--- src/rtl/seg7_pkg.sv ---
// Shared types, constants and helpers for the multiplexed seven-segment driver.
// Latency: combinational helpers only.
// Backpressure: none; pure functions with no flow control.
package seg7_pkg;

  // All segments off (active-low pins).
  localparam logic [6:0] SEG_BLANK = 7'h7F;

  // Widest anode vector the helper can build; callers size-cast down to their digit count.
  localparam int MAX_DIGITS = 32;

  // Hex nibble to active-low segment pattern, bit order {A,B,C,D,E,F,G}.
  function automatic logic [6:0] hex_to_seg(input logic [3:0] nib);
    logic [6:0] s;
    case (nib)
      4'h0: s = 7'b0000001;
      4'h1: s = 7'b1001111;
      4'h2: s = 7'b0010010;
      4'h3: s = 7'b0000110;
      4'h4: s = 7'b1001100;
      4'h5: s = 7'b0100100;
      4'h6: s = 7'b0100000;
      4'h7: s = 7'b0001111;
      4'h8: s = 7'b0000000;
      4'h9: s = 7'b0000100;
      4'hA: s = 7'b0001000;
      4'hB: s = 7'b1100000;
      4'hC: s = 7'b0110001;
      4'hD: s = 7'b1000010;
      4'hE: s = 7'b0110000;
      4'hF: s = 7'b0111000;
      default: s = SEG_BLANK;
    endcase
    return s;
  endfunction

  // Active-low anode vector with only bit idx low; out-of-range idx gives all ones.
  function automatic logic [MAX_DIGITS-1:0] digit_onehot_n(input int idx, input int n);
    logic [MAX_DIGITS-1:0] v;
    v = '1;
    for (int i = 0; i < MAX_DIGITS; i++) begin
      if (i == idx && i < n) v[i] = 1'b0;
    end
    return v;
  endfunction

endpackage

--- src/rtl/seg7_refresh_timer.sv ---
// Scan timebase: slot counter, digit index and end-of-frame pulse.
// Latency: frame_done is high the cycle after dig_idx wraps to 0; wrap is combinational.
// Backpressure: none; free-running counters.
//
// Ports:
//   clk, rst            clock, async active-high reset
//   slot_cnt            position within the current digit slot, 0..REFRESH_DIV-1
//   dig_idx             digit currently being scanned, 0..NUM_DIGITS-1
//   wrap                high in the last cycle of a slot
//   frame_done          one-cycle pulse after the scan returns to digit 0
module seg7_refresh_timer #(
  parameter int NUM_DIGITS  = 4,
  parameter int REFRESH_DIV = 100000,
  parameter int SLOT_W      = 17,
  parameter int IDX_W       = 2
) (
  input  logic              clk,
  input  logic              rst,
  output logic [SLOT_W-1:0] slot_cnt,
  output logic [IDX_W-1:0]  dig_idx,
  output logic              wrap,
  output logic              frame_done
);

  assign wrap = (slot_cnt == SLOT_W'(REFRESH_DIV - 1));

  always_ff @(posedge clk or posedge rst) begin
    if (rst) begin
      slot_cnt   <= '0;
      dig_idx    <= '0;
      frame_done <= 1'b0;
    end else begin
      frame_done <= 1'b0;
      if (wrap) begin
        slot_cnt <= '0;
        // With a single digit this compare is always true, so dig_idx stays 0
        // and frame_done fires once per slot.
        if (dig_idx == IDX_W'(NUM_DIGITS - 1)) begin
          dig_idx    <= '0;
          frame_done <= 1'b1;
        end else begin
          dig_idx <= dig_idx + IDX_W'(1);
        end
      end else begin
        slot_cnt <= slot_cnt + SLOT_W'(1);
      end
    end
  end

endmodule

--- src/rtl/seg7_mux_driver.sv ---
// Time-multiplexed N-digit seven-segment driver with blanking, leading-zero suppression and PWM brightness.
// Latency: pins at edge t+1 reflect counters/shadow after edge t; a load at edge t is visible at t+1.
// Backpressure: none; load is a one-cycle strobe with no handshake, the scan never stalls.
//
// Ports:
//   clk, rst            clock, async active-high reset
//   value               packed hex nibbles, digit 0 in bits [3:0] (rightmost)
//   dp_in, blank        per-digit decimal-point request / force-dark mask
//   lz_suppress         darken leading zero digits (digit 0 is never suppressed)
//   brightness          duty level, 0 = dark, all ones = full (sampled live)
//   load                captures value/dp_in/blank into the shadow registers
//   seg, dp, an         active-low segment, decimal point and anode pins
//   frame_done          one-cycle pulse when the scan wraps to digit 0
module seg7_mux_driver
  import seg7_pkg::*;
#(
  parameter int NUM_DIGITS  = 4,
  parameter int REFRESH_DIV = 100000,
  parameter int BRIGHT_W    = 3
) (
  input  logic                    clk,
  input  logic                    rst,
  input  logic [4*NUM_DIGITS-1:0] value,
  input  logic [NUM_DIGITS-1:0]   dp_in,
  input  logic [NUM_DIGITS-1:0]   blank,
  input  logic                    lz_suppress,
  input  logic [BRIGHT_W-1:0]     brightness,
  input  logic                    load,
  output logic [6:0]              seg,
  output logic                    dp,
  output logic [NUM_DIGITS-1:0]   an,
  output logic                    frame_done
);

  localparam int SLOT_W = (REFRESH_DIV > 1) ? $clog2(REFRESH_DIV) : 1;
  localparam int IDX_W  = (NUM_DIGITS > 1) ? $clog2(NUM_DIGITS) : 1;
  // Slot cycles gained per brightness step.
  localparam int STEP   = REFRESH_DIV >> BRIGHT_W;

  logic [SLOT_W-1:0]       slot_cnt;
  logic [IDX_W-1:0]        dig_idx;
  // The output stage works purely from slot_cnt, so the slot-wrap strobe is not needed here.
  logic                    wrap_unused;

  logic [4*NUM_DIGITS-1:0] sh_value;
  logic [NUM_DIGITS-1:0]   sh_dp;
  logic [NUM_DIGITS-1:0]   sh_blank;

  logic [3:0]              cur_nib;
  logic                    cur_dp;
  logic                    cur_blank;
  logic                    cur_zero_up;
  logic                    cur_supp;
  logic [SLOT_W:0]         on_thr;
  logic                    active;
  logic                    dark;

  seg7_refresh_timer #(
    .NUM_DIGITS  (NUM_DIGITS),
    .REFRESH_DIV (REFRESH_DIV),
    .SLOT_W      (SLOT_W),
    .IDX_W       (IDX_W)
  ) u_timer (
    .clk        (clk),
    .rst        (rst),
    .slot_cnt   (slot_cnt),
    .dig_idx    (dig_idx),
    .wrap       (wrap_unused),
    .frame_done (frame_done)
  );

  // Shadow registers: the datapath may change value freely; only a load strobe updates the display.
  always_ff @(posedge clk or posedge rst) begin
    if (rst) begin
      sh_value <= '0;
      sh_dp    <= '0;
      sh_blank <= '0;
    end else if (load) begin
      sh_value <= value;
      sh_dp    <= dp_in;
      sh_blank <= blank;
    end
  end

  // Select the shadow fields of the digit being scanned. cur_zero_up is true when this
  // digit and every more-significant digit hold 0, i.e. it is a leading zero.
  always_comb begin
    cur_nib     = '0;
    cur_dp      = 1'b0;
    cur_blank   = 1'b0;
    cur_zero_up = 1'b0;
    for (int i = 0; i < NUM_DIGITS; i++) begin
      if (dig_idx == IDX_W'(i)) begin
        cur_nib     = sh_value[4*i +: 4];
        cur_dp      = sh_dp[i];
        cur_blank   = sh_blank[i];
        cur_zero_up = ((sh_value >> (4*i)) == '0);
      end
    end
  end

  always_comb begin
    cur_supp = lz_suppress && (dig_idx != '0) && cur_zero_up;
    on_thr   = (SLOT_W+1)'((int'(brightness) + 1) * STEP);
    // slot_cnt == 0 is kept dark in every slot so the anode switch never overlaps
    // the previous digit's segments (anti-ghosting).
    active   = (brightness != '0) && (slot_cnt != '0) && ({1'b0, slot_cnt} < on_thr);
    dark     = cur_blank || cur_supp || !active;
  end

  always_ff @(posedge clk or posedge rst) begin
    if (rst) begin
      seg <= SEG_BLANK;
      dp  <= 1'b1;
      an  <= '1;
    end else if (dark) begin
      seg <= SEG_BLANK;
      dp  <= 1'b1;
      an  <= '1;
    end else begin
      seg <= hex_to_seg(cur_nib);
      dp  <= ~cur_dp;
      an  <= NUM_DIGITS'(digit_onehot_n(int'(dig_idx), NUM_DIGITS));
    end
  end

endmodule

--- config.mk ---
export PLATFORM = sky130hd
export DESIGN_NAME = seg7_mux_driver
export DESIGN_NICKNAME = d
export VERILOG_FILES = /design/src/rtl/seg7_pkg.sv /design/src/rtl/seg7_refresh_timer.sv /design/src/rtl/seg7_mux_driver.sv
export SDC_FILE = /design/constraint.sdc
export NUM_CORES = 1
export LEC_CHECK = 0
export BUFFER_PORTS_ARGS = -buffer_cell sky130_fd_sc_hd__buf_2
export CORE_ASPECT_RATIO = 1.4
export CORE_MARGIN = 2
export CORE_UTILIZATION = 30
export CTS_BUF_LIST = sky130_fd_sc_hd__clkbuf_16
export CTS_CLUSTER_SIZE = 10
export DETAILED_ROUTE_END_ITERATION = 12
export PLACE_DENSITY_LB_ADDON = 0.05
export SLEW_MARGIN = 20
export SYNTH_ARGS = -nofsm -noshare
export SYNTH_HDL_FRONTEND = slang
export SYNTH_SLANG_ARGS = --single-unit
--- constraint.sdc ---
create_clock -name clk -period 2.4 [get_ports clk]
set_input_delay 0.24 -clock clk [delete_from_list [all_inputs] [get_ports clk]]
set_output_delay 0.24 -clock clk [all_outputs]
set_load 0.02 [all_outputs]
=== Yosys cells after proc, flatten, opt, wreduce, memory -nomap -nowiden ===
Memory sizes are Yosys's and may differ from the RTL's.
Index checks and enable logic that the tools add are counted.

* Memory bits (read-only): 112
* Output and inout port bits: 13
* Register bits after elaboration: 56
* Memories kept: 1

* Reduce and logical (&&, ||, !) cells: 16
* Magnitude comparators: 1
* Add/sub/neg operators: 3
* Mux-type cells: 27
* Eq/ne operators: 7
* Multipliers: 1
* Bitwise operators: 1

{| class="wikitable"
|+ Memories
! memory !! depth !! bits a word !! rd ports !! clocked after memory_dff !! wr ports !! RTL line !! source
|-
| (no name shown) || 16 || 7 || 1 || 0 || 0 || seg7_pkg.sv:15 || <nowiki>case (nib)</nowiki>
|}

{| class="wikitable"
|+ Operators with widths
! kind !! number
|-
| 16-bit zero test || 4
|-
| 4-bit 2-to-1 mux || 5
|-
| 1-bit 2-to-1 mux || 19
|-
| 17-bit by 18-bit less-than comparator with 1-bit output || 1
|-
| 17-bit by 1-bit adder with 17-bit output, second input constant || 1
|-
| 17-bit == test, second input constant || 1
|-
| 17-bit 2-to-1 mux || 1
|-
| 17-bit nonzero test || 1
|-
| 4-bit by 12-bit multiplier with 16-bit output, second input constant || 1
|-
| 7-bit 2-to-1 mux || 1
|-
| 3-bit by 1-bit adder with 4-bit output, second input constant || 1
|-
| 2-bit == test, first input constant || 2
|-
| 2-bit == test, second input constant || 2
|-
| 1-bit logical AND || 4
|-
| 2-bit zero test || 2
|-
| 3-bit nonzero test || 1
|-
| 2-bit by 1-bit adder with 2-bit output, second input constant || 1
|-
| 1-bit by 2-bit == test with 1-bit output, first input constant || 1
|-
| 2-bit by 1-bit == test with 1-bit output, second input constant || 1
|-
| 1-bit logical OR || 2
|-
| 2-bit 2-to-1 mux || 1
|-
| 2-bit nonzero test || 1
|-
| 1-bit zero test || 1
|-
| 1-bit inverter || 1
|}

=== Logic depth before layout (Yosys ltp) ===
Gate-level depths: netlist of the first run.

* Word-level depth: 9
* Depth in mapped cells: 19

=== Modules after synthesis ===
Synthesis of the first run repeated with hierarchy kept, for this count alone.

* Cell total of the unflattened synthesis: 306
* Area, all modules: 3505.9 um2

{| class="wikitable"
|+ Modules (own cells, without submodules)
! module !! area an instance (um2) !! seq. area each (um2) !! cells each !! instances
|-
| seg7_mux_driver || 2573.7 || 915.9 || 224 || 1
|-
| seg7_refresh_timer || 932.1 || 500.5 || 82 || 1
|}

=== Worst setup path before layout of the first run ===
OpenSTA, ideal clock, no wires.

* Path kind: input port to flip-flop
* Start point: input port brightness[0]
* End point: register an[2]
* Path buffers: 1
* Data required time: 2319 ps
* Stages on the path: 19
* Data arrival time: 3940 ps
* Setup time: 81 ps
* Path slack: -1621 ps
* Path through: inv_1 > nor3_1 > ha_1 > inv_1 > fa_1 > inv_1 > ha_1 > a21oi_1 > nor2_1 > or4_1 > xnor2_1 > ha_1 > a21o_1 > a21o_1 > a21oi_1 > a221oi_1 > a2111oi_2 > buf_6 > nand2_1

* Word-level cells in the longest chain between the ends: 7
* Elaborated cells between the ends (all ways): 9
* Those cells by class: add/sub: 1; mul: 1; order compare: 1; mux: 1; reduce/logical: 5

{| class="wikitable"
|+ Ends and longest elaborated chain
! element !! RTL line !! source
|-
| start: declaration || seg7_mux_driver.sv:27 || <nowiki>input logic [BRIGHT_W-1:0] brightness,</nowiki>
|-
| 3-bit by 1-bit adder with 4-bit output || seg7_mux_driver.sv:104 || <nowiki>on_thr = (SLOT_W+1)'((int'(brightness) + 1) * STEP);</nowiki>
|-
| 4-bit by 12-bit multiplier with 16-bit output || seg7_mux_driver.sv:104 ||
|-
| 17-bit by 18-bit less-than comparator with 1-bit output || seg7_mux_driver.sv:107 || <nowiki>active = (brightness != '0) && (slot_cnt != '0) && ({1'b0, slot_cnt} < on_thr);</nowiki>
|-
| 1-bit logical AND (*) || seg7_mux_driver.sv:107 ||
|-
| 1-bit zero test (*) || seg7_mux_driver.sv:108 || <nowiki>dark = cur_blank || cur_supp || !active;</nowiki>
|-
| 1-bit logical OR (*) || seg7_mux_driver.sv:108 ||
|-
| 4-bit 2-to-1 mux (*) || seg7_mux_driver.sv:116 || <nowiki>end else if (dark) begin</nowiki>
|-
| end signal: assignment || seg7_mux_driver.sv:123 || <nowiki>an <= NUM_DIGITS'(digit_onehot_n(int'(dig_idx), NUM_DIGITS));</nowiki>
|-
| end: declaration || seg7_mux_driver.sv:31 || <nowiki>output logic [NUM_DIGITS-1:0] an,</nowiki>
|}

Every way passes the cells marked *; elsewhere a longest branch is shown, timed or not.
A chain may end at the register's enable or synchronous reset.

=== Final worst setup path of the first run ===
* Start point: input port brightness[0]
* End point: register seg[4]

* Word-level cells in the longest chain between the ends: 7
* Elaborated cells between the ends (all ways): 9
* Those cells by class: add/sub: 1; mul: 1; order compare: 1; mux: 1; reduce/logical: 5

{| class="wikitable"
|+ Ends and longest elaborated chain
! element !! RTL line !! source
|-
| 3-bit by 1-bit adder with 4-bit output || seg7_mux_driver.sv:104 ||
|-
| 4-bit by 12-bit multiplier with 16-bit output || seg7_mux_driver.sv:104 ||
|-
| 17-bit by 18-bit less-than comparator with 1-bit output || seg7_mux_driver.sv:107 ||
|-
| 1-bit logical AND (*) || seg7_mux_driver.sv:107 ||
|-
| 1-bit zero test (*) || seg7_mux_driver.sv:108 ||
|-
| 1-bit logical OR (*) || seg7_mux_driver.sv:108 ||
|-
| 7-bit 2-to-1 mux (*) || seg7_mux_driver.sv:116 ||
|-
| end signal: assignment || seg7_mux_driver.sv:121 || <nowiki>seg <= hex_to_seg(cur_nib);</nowiki>
|-
| end: declaration || seg7_mux_driver.sv:29 || <nowiki>output logic [6:0] seg,</nowiki>
|}

Marked as above.

==> results.md, run 1 <==
* Via count at 2848
* Commonest non-fill, non-tap cell in the layout: buf_4
* Die X at about 96 um
* Worst path slowest cell: fa_1
* Routed WL per cell at approximately 15 um
* M1 wire length at ~3.5 mm
* IO Count at 44
* CP Class: input port to flip-flop
* Crit-path max FO at 6
* Fmax at between 200 and 300 MHz
* RSZ-0062 raised after global routing: true
* Post-synth EDFFs at 0
* Internal reg-to-reg setup slack at approximately 0.050 ns
* Reg2reg path depth at 9
* Tmin final at roughly 3.7 ns
* DP HPWL at about 7 mm
* RR Startpoint: u_timer.dig_idx[0]
* Dpl ws at -1.79 ns
* Avg Cell Area, Syn at 10.1 um^2
* PwrDens at roughly 550 nW/um^2
* Final worst setup slack at -1.33 ns
* Vias in the first global route at just under 3000
* Area added between synthesis and finish at 33.8%
* Share of cells above drive strength 1 at about two fifths
* Worst EP required at about 2.6 ns
* Slew HR at between 40% and 50%
* Number of buffers created by CTS at 5
* Slew @ Worst Pin at 0.762 ns
* Leakage Power at around 0.0022 uW
* Final WL at 8.95 mm
* GRT Util Overall at ~15%
* DRC Markers at 0
* Total core area at ~12000 um^2
* Met2 WL post-DR at roughly 5.0 mm
* Clk sinks at 56
* Final Cycle Share at 155%
* Max-slew violations at 0
* Detailed Route Iter0 Violations at between 60 and 70
* Placed Area at approximately 4400 um^2
* Final nets at 530
* Via density at around 4.7
* Netlist Area Pre-Place at approximately 3500 um^2
* Initial Util at approximately 30%
* Ys async rst share at 100%
* Largest net degree at the start of global routing at 37
* WHS at between 0.06 and 0.07 ns
* ANT cells at 0
* Maxcap violations at 0
* Syn nets at between 400 and 500
* RR Endpoint: seg[4]
* Rows at 47
* CTS tree: done
* Hold violation total from the final report at 0
* Highest metal layer with signal wires: met4
* Commonest cells after routing, fill and taps aside: buf_4, dfrtp_1, buf_2
* Chip height at ~130 um
* Fin area at between 4000 and 5000 um^2
* Clk Latency, worst-skew pair at 0.30 ns
* Met3 WL post-DR at 229 um
* Routed Antenna Nets at 0
* Worst hold path class: input port to async pin
* Cell Chain, Critical Path: buf_8, clkinvlp_4, ha_4, ha_4, inv_2, fa_1, inv_1, ha_2, a21oi_2, nor2_1, or4_4, xnor2_2, ha_1, a21o_1, a21o_1, a21oi_2, a221oi_2, a2111oi_4, buf_6, o311ai_4
* Sequential share of the synthesized area at around 40%
* Buffers added on ports at 43
* Netlist cell types at 50
* Slowest cell delay on critical path at just under 0.5 ns
* Register bit total from synthesis at 56
* Max Clock Skew at between 0.009 and 0.01 ns
* Global-route wire length before repair at 14.7 mm
* Initial antenna violation count at 0
* Failing checks: negative setup slack
* Worst VDD drop at 352 uV
* Worst-case clock buffer depth at 2
* CTS root buffer: clkbuf_16
* Total die area at roughly 13000 um^2
* DR pass1 iterations at 4
* H-tree depth at 2
* Warnings, synthesis at 0
* RePlAce Congestion at 0.793
* Status: complete, but fails checks
* Worst setup EP type: flip-flop
* Mapped Cells at ~350
* GRT overflow at 0
* Startpoint Class: input port
* Synth Flop Type: dfrtp_1
* Worst-path clk slew at around 0.080 ns
* WP data arrival at 3.95 ns
* Final setup fails at 12
## stage by stage
step                      TNS [ns]  std cells  total power (uW)  utilization (%)
after detailed placement    -20.34        582              1680             37.5
final                       -15.49        601              2610             40.5
after global routing        -18.16        601              2770             40.5
after CTS                   -15.82        600              2650             40.3
after floorplan             -16.08        351              1450                -
after global placement      -19.86        582              1680             37.5
## power breakdown
part,internal (uW),switching (uW)
logic,317,325
clock network,561,358
registers,1020,29.2
## layout make-up
class / count / area (um^2)
clock inverter: 2 / 38.8
clock buffer: 6 / 150
timing repair buffer: 107 / 712
sequential: 56 / 1420
fill: 1185 / 6960
tap: 147 / 184
multi-input combinational: 258 / 2140
inverter: 25 / 100
## routing by layer
layer	GRT usage [%]	up-vias
met3	1.94	9
met4	4.21	0
met5	0	-
met1	16.9	1364
met2	28.6	38
li1	-	1437
## synthesized netlist by cell type, drive strengths merged, types with 4 or more instances
master | count | area, um^2
ha | 45 | 563
nor2 | 16 | 60.1
nor2b | 4 | 25.0
a21oi | 22 | 110
nor4 | 4 | 31.3
mux2 | 21 | 236
clkbuf | 5 | 18.8
nand3 | 11 | 55.1
nand2 | 36 | 135
buf | 7 | 41.3
xnor2 | 10 | 87.6
and4 | 5 | 43.8
dfrtp | 44 | 1100
a22oi | 8 | 60.1
xor2 | 12 | 105
o21ai | 21 | 109
dfstp | 12 | 315
inv | 25 | 93.8
## worst max path at each step
stage,from,to,slack (ns)
after global routing,brightness[0],an[0],-1.54
final,brightness[0],seg[4],-1.33
after CTS,brightness[0],dp,-1.34
after floorplan,brightness[0],an[2],-1.35
after global placement,brightness[0],seg[6],-1.73
after detailed placement,brightness[0],seg[6],-1.79
## sequential cells by signal, indices dropped and copies added, names as in the netlist
signal,flops
sh_blank,4
u_timer.dig_idx,2
an,4
u_timer.slot_cnt,17
dp,1
u_timer.frame_done,1
sh_value,16
seg,7
sh_dp,4
## critical path, delay by kind of cell
kind	cells	cell delay, ns
AOI/OAI and AO/OA	7	1.12
adders and majority gates	5	1.41
buffers and inverters	5	0.50
xor gates and xnor gates	1	0.16
and+or+nand+nor	2	0.51
## kinds of logic after synthesis
group                    count (synthesis)  synth area share (%)
AO/OA/AOI/OAI                           70                  12.7
AND/OR/NAND/NOR                         97                  13.9
XOR/XNOR                                22                  5.43
adder cells (fa/ha/maj)                 46                  16.4
flip-flops                              56                  39.9
multiplexers                            23                  7.23
buffers and inverters                   37                  4.34
## repair_timing
item	in CTS	in global routing
buffers inserted	9	1
setup endpoints to repair	12	12
cloned	1	0
gates resized for setup	18	7
pin swaps	6	1
hold buffers	0	0
(Power assumes the default switching activity.)
==> run 2: changes to the inputs <==
Settings changed: CORE_UTILIZATION 30 to 48.
==> run 2 against run 1 <==
- the run still ends with negative setup slack left
- count of clock-buffer cells in the layout down 1
- critical path depth up 1
- global-route usage up 6.4 points
- cell count down 8.5%
- setup slack worse by 0.058 ns
- core utilization up 25 points
- non-clock buffer count down 1
- sequential cell count unchanged
- worst hold slack better by 0.055 ns
- final area about the same
- register-to-register slack worse by 0.11 ns
- routed wire length down 8.2%
- highest routed layer unchanged
==> results.md, run 2 (same netlist as run 1, synthesis figures left out) <==
* Placed insts at 527 (-9.5%)
* RSZ-0062 raised after global routing: true
* Slew @ Worst Pin at 0.701 ns (-0.0609 ns)
* H-tree depth at 2 (unchanged)
* Global-route wire length before repair at 13.7 mm (-6.8%)
* Crit-path max FO at 5 (-1)
* ANT cells at 0 (unchanged)
* Commonest non-fill, non-tap cell in the layout: buf_4
* Buf+Inv Stages, Crit Path at 6 (+1)
* DRC Markers at 0 (unchanged)
* Rows at 37 (-21%)
* Hold buffers post-CTS at 0 (unchanged)
* Vias in the first global route at 2946 (+0.31%)
* DR pass1 iterations at 5 (+1)
* Chip height at 106 um (-20%)
* Final WL at 8.22 mm (-8.2%)
* Total die area at 8100 um^2 (-36%)
* Startpoint Class: input port
* Slew HR at 53.3% (+4.1 points)
* Worst EP required at 2.63 ns (about the same)
* IO Count at 44 (unchanged)
* Via count at 2878 (+1.1%)
* Maxcap violations at 0 (unchanged)
* CP Class: input port to flip-flop
* CTS tree: done
* Routed Antenna Nets at 0 (unchanged)
* Initial Util at 48.8% (+18 points)
* Tmin final at 3.79 ns (+0.0580 ns)
* Most flops, register: u_timer.slot_cnt
* Number of flip-flops under the largest register name at 17 (unchanged)
* Worst path slowest cell: fa_1
* Largest net degree at the start of global routing at 57 (+54%)
* Worst hold path class: input port to async pin
* Top flop regs: u_timer.slot_cnt (17), sh_value (16), seg (7)
* Worst path top cell family by delay: adder cells
* Clk Latency, worst-skew pair at 0.30 ns (about the same)
* Initial antenna violation count at 0 (unchanged)
* Clk sinks at 56 (unchanged)
* Fin util at 65.2% (+25 points)
* Failing checks: negative setup slack
* Final worst setup slack at -1.39 ns (-0.0580 ns)
* Buffers added on ports at 43 (unchanged)
* Area added between synthesis and finish at 33.7% (about the same)
* Detailed Route Iter0 Violations at 104 (+58%)
* Number of buffers created by CTS at 5 (unchanged)
* DP HPWL at 6.12 mm (-13%)
* Die X at 76.6 um (-20%)
* GRT overflow at 0 (unchanged)
* Worst setup EP type: flip-flop
* Worst-case clock buffer depth at 2 (unchanged)
* Status: complete, but fails checks
* Final setup fails at 12 (unchanged)
* Worst VDD drop at 464 uV (+32%)
* CTS root buffer: clkbuf_16
* Final Non-Filler Cells at 550 (-8.5%)
* Slowest cell delay on critical path at 0.49 ns (about the same)
* Cell Chain, Critical Path: buf_8, clkinvlp_4, nor3_4, ha_4, inv_2, fa_1, inv_1, ha_2, a21oi_4, nor2_2, or4_4, xnor2_4, ha_4, a21o_1, a21o_1, a21oi_2, a221oi_2, a2111oi_4, buf_6, buf_6, o21ai_2
* Fmax at 264 MHz (-1.5%)
* Max Clock Skew at 0.00644 ns (-0.00288 ns)
* WHS at 0.120 ns (+0.0551 ns)
* Worst-path clk slew at 0.08 ns (about the same)
* GRT Util Overall at 21.4% (+6.4 points)
* Commonest cells after routing, fill and taps aside: buf_4, dfrtp_1, buf_2
* PwrDens at 523 nW/um^2 (-4.8%)
* Final Cycle Share at 158% (+2.4 points)
* Leakage Power at 0.00224 uW (-0.44%)
* Final nets at 529 (-0.19%)
* WP data arrival at 4.01 ns (+0.06 ns)
* Via density at 5.23 (+10%)
* RePlAce Congestion at 0.790 (-0.47%)
* Share of cells above drive strength 1 at 41.1% (+0.75 points)
* Routed WL per cell at 14.9 um (+0.30%)
* Max-slew violations at 0 (unchanged)
* Hold violation total from the final report at 0 (unchanged)
* Total core area at 7270 um^2 (-38%)
==> run 2: worst paths after layout <==
kind / end / slack, ns / cells after the start / from
worst min-delay path: u_timer.frame_done / 0.12 / 3 / rst
worst min register to register: sh_blank[0] / 0.52 / 1 / sh_blank[0]
worst max-delay path: seg[3] / -1.39 / 21 / brightness[0]
max in group asynchronous: sh_value[2] / 1.80 / 3 / rst
min in group clk: sh_value[9] / 0.15 / 3 / value[9]
worst max register to register: seg[3] / -0.06 / 10 / u_timer.dig_idx[0]
==> run 2: tightest hold or removal path, delay by kind of cell <==
kind	cells	cell delay, ns
buf+inv	3	0.67
==> run 2: repair_timing <==
action / 4_1_cts / 5_1_grt
pin swaps: 5 / 4
resized for setup: 21 / 15
buffers inserted: 13 / 2
gates cloned: 1 / 0
setup endpoints to repair: 12 / 12
==> run 2: cell type report <==
class	instances	area [um^2]
clock buffers	5	125
clock inverters	3	27.5
fillers	631	2530
inverters	25	97.6
multi-input cells	258	2220
flip-flops and latches	56	1420
well taps	97	121
repair buffers	106	728
==> run 2: power breakdown <==
part | total, uW | internal [uW] | switching [uW] | leakage (uW)
registers | 1050 | 1020 | 28.6 | 0.000674
logic | 684 | 345 | 339 | 0.00149
clock network | 750 | 397 | 354 | 0.0000719
==> run 2: per-layer routing <==
layer  share of wire [%]  global-route usage (%)  vias up
li1                    -                       -     1437
met1                  39                    22.7     1370
met2                  56                    41.5       57
met3                 2.5                    3.34       14
met4                 2.8                    8.96        0
met5                   0                       0        -
==> run 2: through the flow <==
step,worst slack [ns],power (uW),instance area (um^2),setup TNS [ns]
global route,-1.53,2620,4740,-17.90
floorplan,-1.35,1450,3650,-16.08
global placement,-1.70,1660,4300,-19.57
detailed placement,-1.83,1670,4300,-20.69
finish,-1.39,2480,4740,-16.15
CTS,-1.38,2470,4630,-16.14
==> run 3: changes to the inputs <==
Settings changed: ABC_AREA set to 1, CORE_MARGIN 2 to 4.
==> run 3 against run 2 <==
- the run still ends with negative setup slack left
- global-route usage fell by 1.2 points
- routed wire length grew 14%
- via count is 20% higher
- clock skew grew 0.00056 ns
- largest power group unchanged
==> results.md, run 3 <==
* Status: complete, but fails checks
* Failing checks: negative setup slack
* Buffers added on ports at 43 (unchanged)
* Top flop regs: u_timer.slot_cnt (17), sh_value (16), seg (7)
* RePlAce Congestion at 0.912 (+15%)
* RR Endpoint: seg[3]
* Worst-path clk slew at 0.08 ns (about the same)
* Final nets at 650 (+23%)
* M1 wire length at 3.76 mm (+18%)
* Final WL at 9.37 mm (+14%)
* Worst path slowest cell: ha_4
* Sequential share of the synthesized area at 37.3% (-2.6 points)
* Largest net degree at the start of global routing at 42 (-26%)
* Max-slew violations at 0 (unchanged)
* ANT cells at 0 (unchanged)
* Total die area at 9410 um^2 (+16%)
* Chip height at 113 um (+7.1%)
* CP Class: input port to flip-flop
* Initial Util at 49.0% (+0.18 points)
* Via density at 5.12 (-2.1%)
* DR pass1 iterations at 5 (unchanged)
* Max Clock Skew at 0.00700 ns (+0.000557 ns)
* Avg Cell Area, Syn at 7.89 um^2 (-22%)
* Number of buffers created by CTS at 5 (unchanged)
* Slew HR at 57.6% (+4.3 points)
* Leakage Power at 0.00244 uW (+9.1%)
* Total core area at 7750 um^2 (+6.6%)
* Tmin final at 3.13 ns (-0.653 ns)
* DP HPWL at 7.36 mm (+20%)
* Routed WL per cell at 13.9 um (-6.9%)
* RSZ-0062 raised after global routing: true
* Number of flip-flops under the largest register name at 17 (unchanged)
* Buf+Inv Stages, Crit Path at 4 (-2)
* FILL cells at 713 (+13%)
* Power Total at 2510 uW (+0.99%)
* Startpoint Class: input port
* Most flops, register: u_timer.slot_cnt
* Leading area contributor after synthesis: dfrtp_1
* Area added between synthesis and finish at 27.8%
* Routed Antenna Nets at 0 (unchanged)
* Worst hold path class: input port to flip-flop
* Post-synth EDFFs at 0 (unchanged)
* Worst setup EP type: flip-flop
* Clk sinks at 56 (unchanged)
* GRT Util Overall at 20.2% (-1.2 points)
* Detailed Route Iter0 Violations at 119 (+14%)
* Worst path top cell family by delay: adder cells
* Slowest cell delay on critical path at 0.32 ns (-0.17 ns)
* Final worst setup slack at -0.735 ns (+0.653 ns)
* Initial antenna violation count at 0 (unchanged)
* Vias in the first global route at 3541 (+20%)
* Met3 WL post-DR at 362 um (+78%)
* Critical path depth in cells at 21 (unchanged)
* Netlist cell types at 36 (-28%)
* GRT overflow at 0 (unchanged)
* CTS root buffer: clkbuf_16
* Crit-path max FO at 6 (+1)
* Placed insts at 658 (+25%)
* Cell Chain, Critical Path: buf_8, clkinvlp_4, ha_4, buf_6, ha_4, ha_4, ha_4, nand2_1, nand2_1, nor2_2, nor2_2, nor2_2, xor2_1, ha_1, a21oi_2, nor2_1, a211oi_2, nor2_2, nor2_4, clkbuf_16, nand3_1
* Commonest cells after routing, fill and taps aside: nand2_1, inv_1, buf_4
* Maxcap violations at 0 (unchanged)
* Synth Flop Type: dfrtp_1
* Clk Latency, worst-skew pair at 0.30 ns (about the same)
* Top cell type's share of synthesized area at 29.0% (-2.0 points)
* Fmax at 319 MHz (+21%)
* Global-route wire length before repair at 15.6 mm (+14%)
* Register bit total from synthesis at 56 (unchanged)
* CTS tree: done
* DRC Markers at 0 (unchanged)
* Reg2reg path depth at 11 (+1)
* Hold violation total from the final report at 0 (unchanged)
* Final Cycle Share at 131% (-27 points)
* IO Count at 44 (unchanged)
* CP Launch Point: brightness[0]
* H-tree depth at 2 (unchanged)
* Commonest non-fill, non-tap cell in the layout: nand2_1
* Final setup fails at 12 (unchanged)
* Post-synth top cells: nand2_1, inv_1, ha_1
* Mapped Cells at 481 (+37%)
* Highest metal layer with signal wires: met4
* Warnings, synthesis at 0 (unchanged)
* PwrDens at 517 nW/um^2 (-1.3%)
* Met2 WL post-DR at 4.91 mm (+6.7%)
* Ys async rst share at 100% (unchanged)
* Rows at 38 (+2.7%)
* WP data arrival at 3.36 ns (-0.65 ns)
* RR Startpoint: u_timer.dig_idx[0]
* Slew @ Worst Pin at 0.636 ns (-0.0645 ns)
* Worst-case clock buffer depth at 2 (unchanged)
* Via count at 3453 (+20%)
* Critical Path Sink: an[1]
* Worst VDD drop at 494 uV (+6.5%)
* Netlist Area Pre-Place at 3790 um^2 (+7.0%)
* Die X at 83.1 um (+8.5%)
* Top-count cell post-synth: nand2_1
* Final Non-Filler Cells at 674 (+23%)
* Worst EP required at 2.63 ns (about the same)
* Area contributors post-synth: dfrtp_1, ha_1, nand2_1
* Internal reg-to-reg setup slack at 0.07 ns (+0.13 ns)
* Syn nets at 558 (+30%)
* Share of cells above drive strength 1 at 27.2% (-14 points)
run 3: how the worst min path moves through the flow:
stage                     startpoint             endpoint  slack (ns)  cells after the start
after floorplan             blank[0]          sh_blank[0]        0.36                      2
after global placement           rst  u_timer.slot_cnt[0]        0.16                      2
after detailed placement         rst  u_timer.slot_cnt[1]        0.16                      2
after CTS                   value[2]          sh_value[2]        0.13                      3
after global routing        value[5]          sh_value[5]        0.14                      3
final                       value[2]          sh_value[2]        0.14                      3
run 3: cell type report:
type	count	area, um^2	share of cell area (%)
Multi-Input combinational cell	343	2240	46.1
Sequential cell	56	1420	29.2
Timing Repair Buffer	93	637	13.1
Inverter	74	282	5.81
Clock buffer	5	125	2.58
Tap cell	100	125	2.58
Clock inverter	3	27.5	0.568
run 3: power by group:
| part | leakage [uW] | switching, uW | internal (uW) |
|---|---|---|---|
| registers | 0.000680 | 19.6 | 1010 |
| logic | 0.00169 | 371 | 328 |
| clock network | 0.0000719 | 375 | 397 |
| total | 0.00244 | 766 | 1740 |
run 3: cells by family after synthesis:
logic type	share of synthesized area, %
compound gates	9.83
xor+xnor	2.77
flops	37.3
simple gates	24.3
buf+inv	8.37
mux	2.08
fa+ha+maj	15.4
run 3: what timing repair did:
item | 4_1_cts | 5_1_grt
endpoints found under the hold margin | 8 | 0
hold buffers | 1 | 0
gates resized for setup | 3 | 18
setup endpoints to repair | 12 | 12
pin swaps | 4 | 9
gates cloned | 0 | 1
buffers inserted | 3 | 3
run 3: through the flow:
step	worst slack, ns	setup TNS [ns]	hold slack, ns	util (%)	area (um^2)
after CTS	-0.720	-8.32	0.133	61.0	4730
after floorplan	-0.774	-8.98	0.361	-	3910
after detailed placement	-1.10	-12.95	0.158	58.5	4530
after global routing	-0.902	-10.61	0.142	62.6	4850
final	-0.735	-8.52	0.135	62.6	4850
after global placement	-0.998	-11.80	0.156	58.5	4530
run 3: routing by layer:
metal | global-route usage, % | vias up
met5 | 0 | -
met4 | 9.49 | 0
met3 | 3.71 | 28
met2 | 37.1 | 88
met1 | 22.5 | 1591
li1 | - | 1746
run 3: tightest hold or removal path, delay by kind of cell:
family	cells	cell delay, ns
buf+inv	1	0.07
compound gates	1	0.05
simple gates	1	0.04
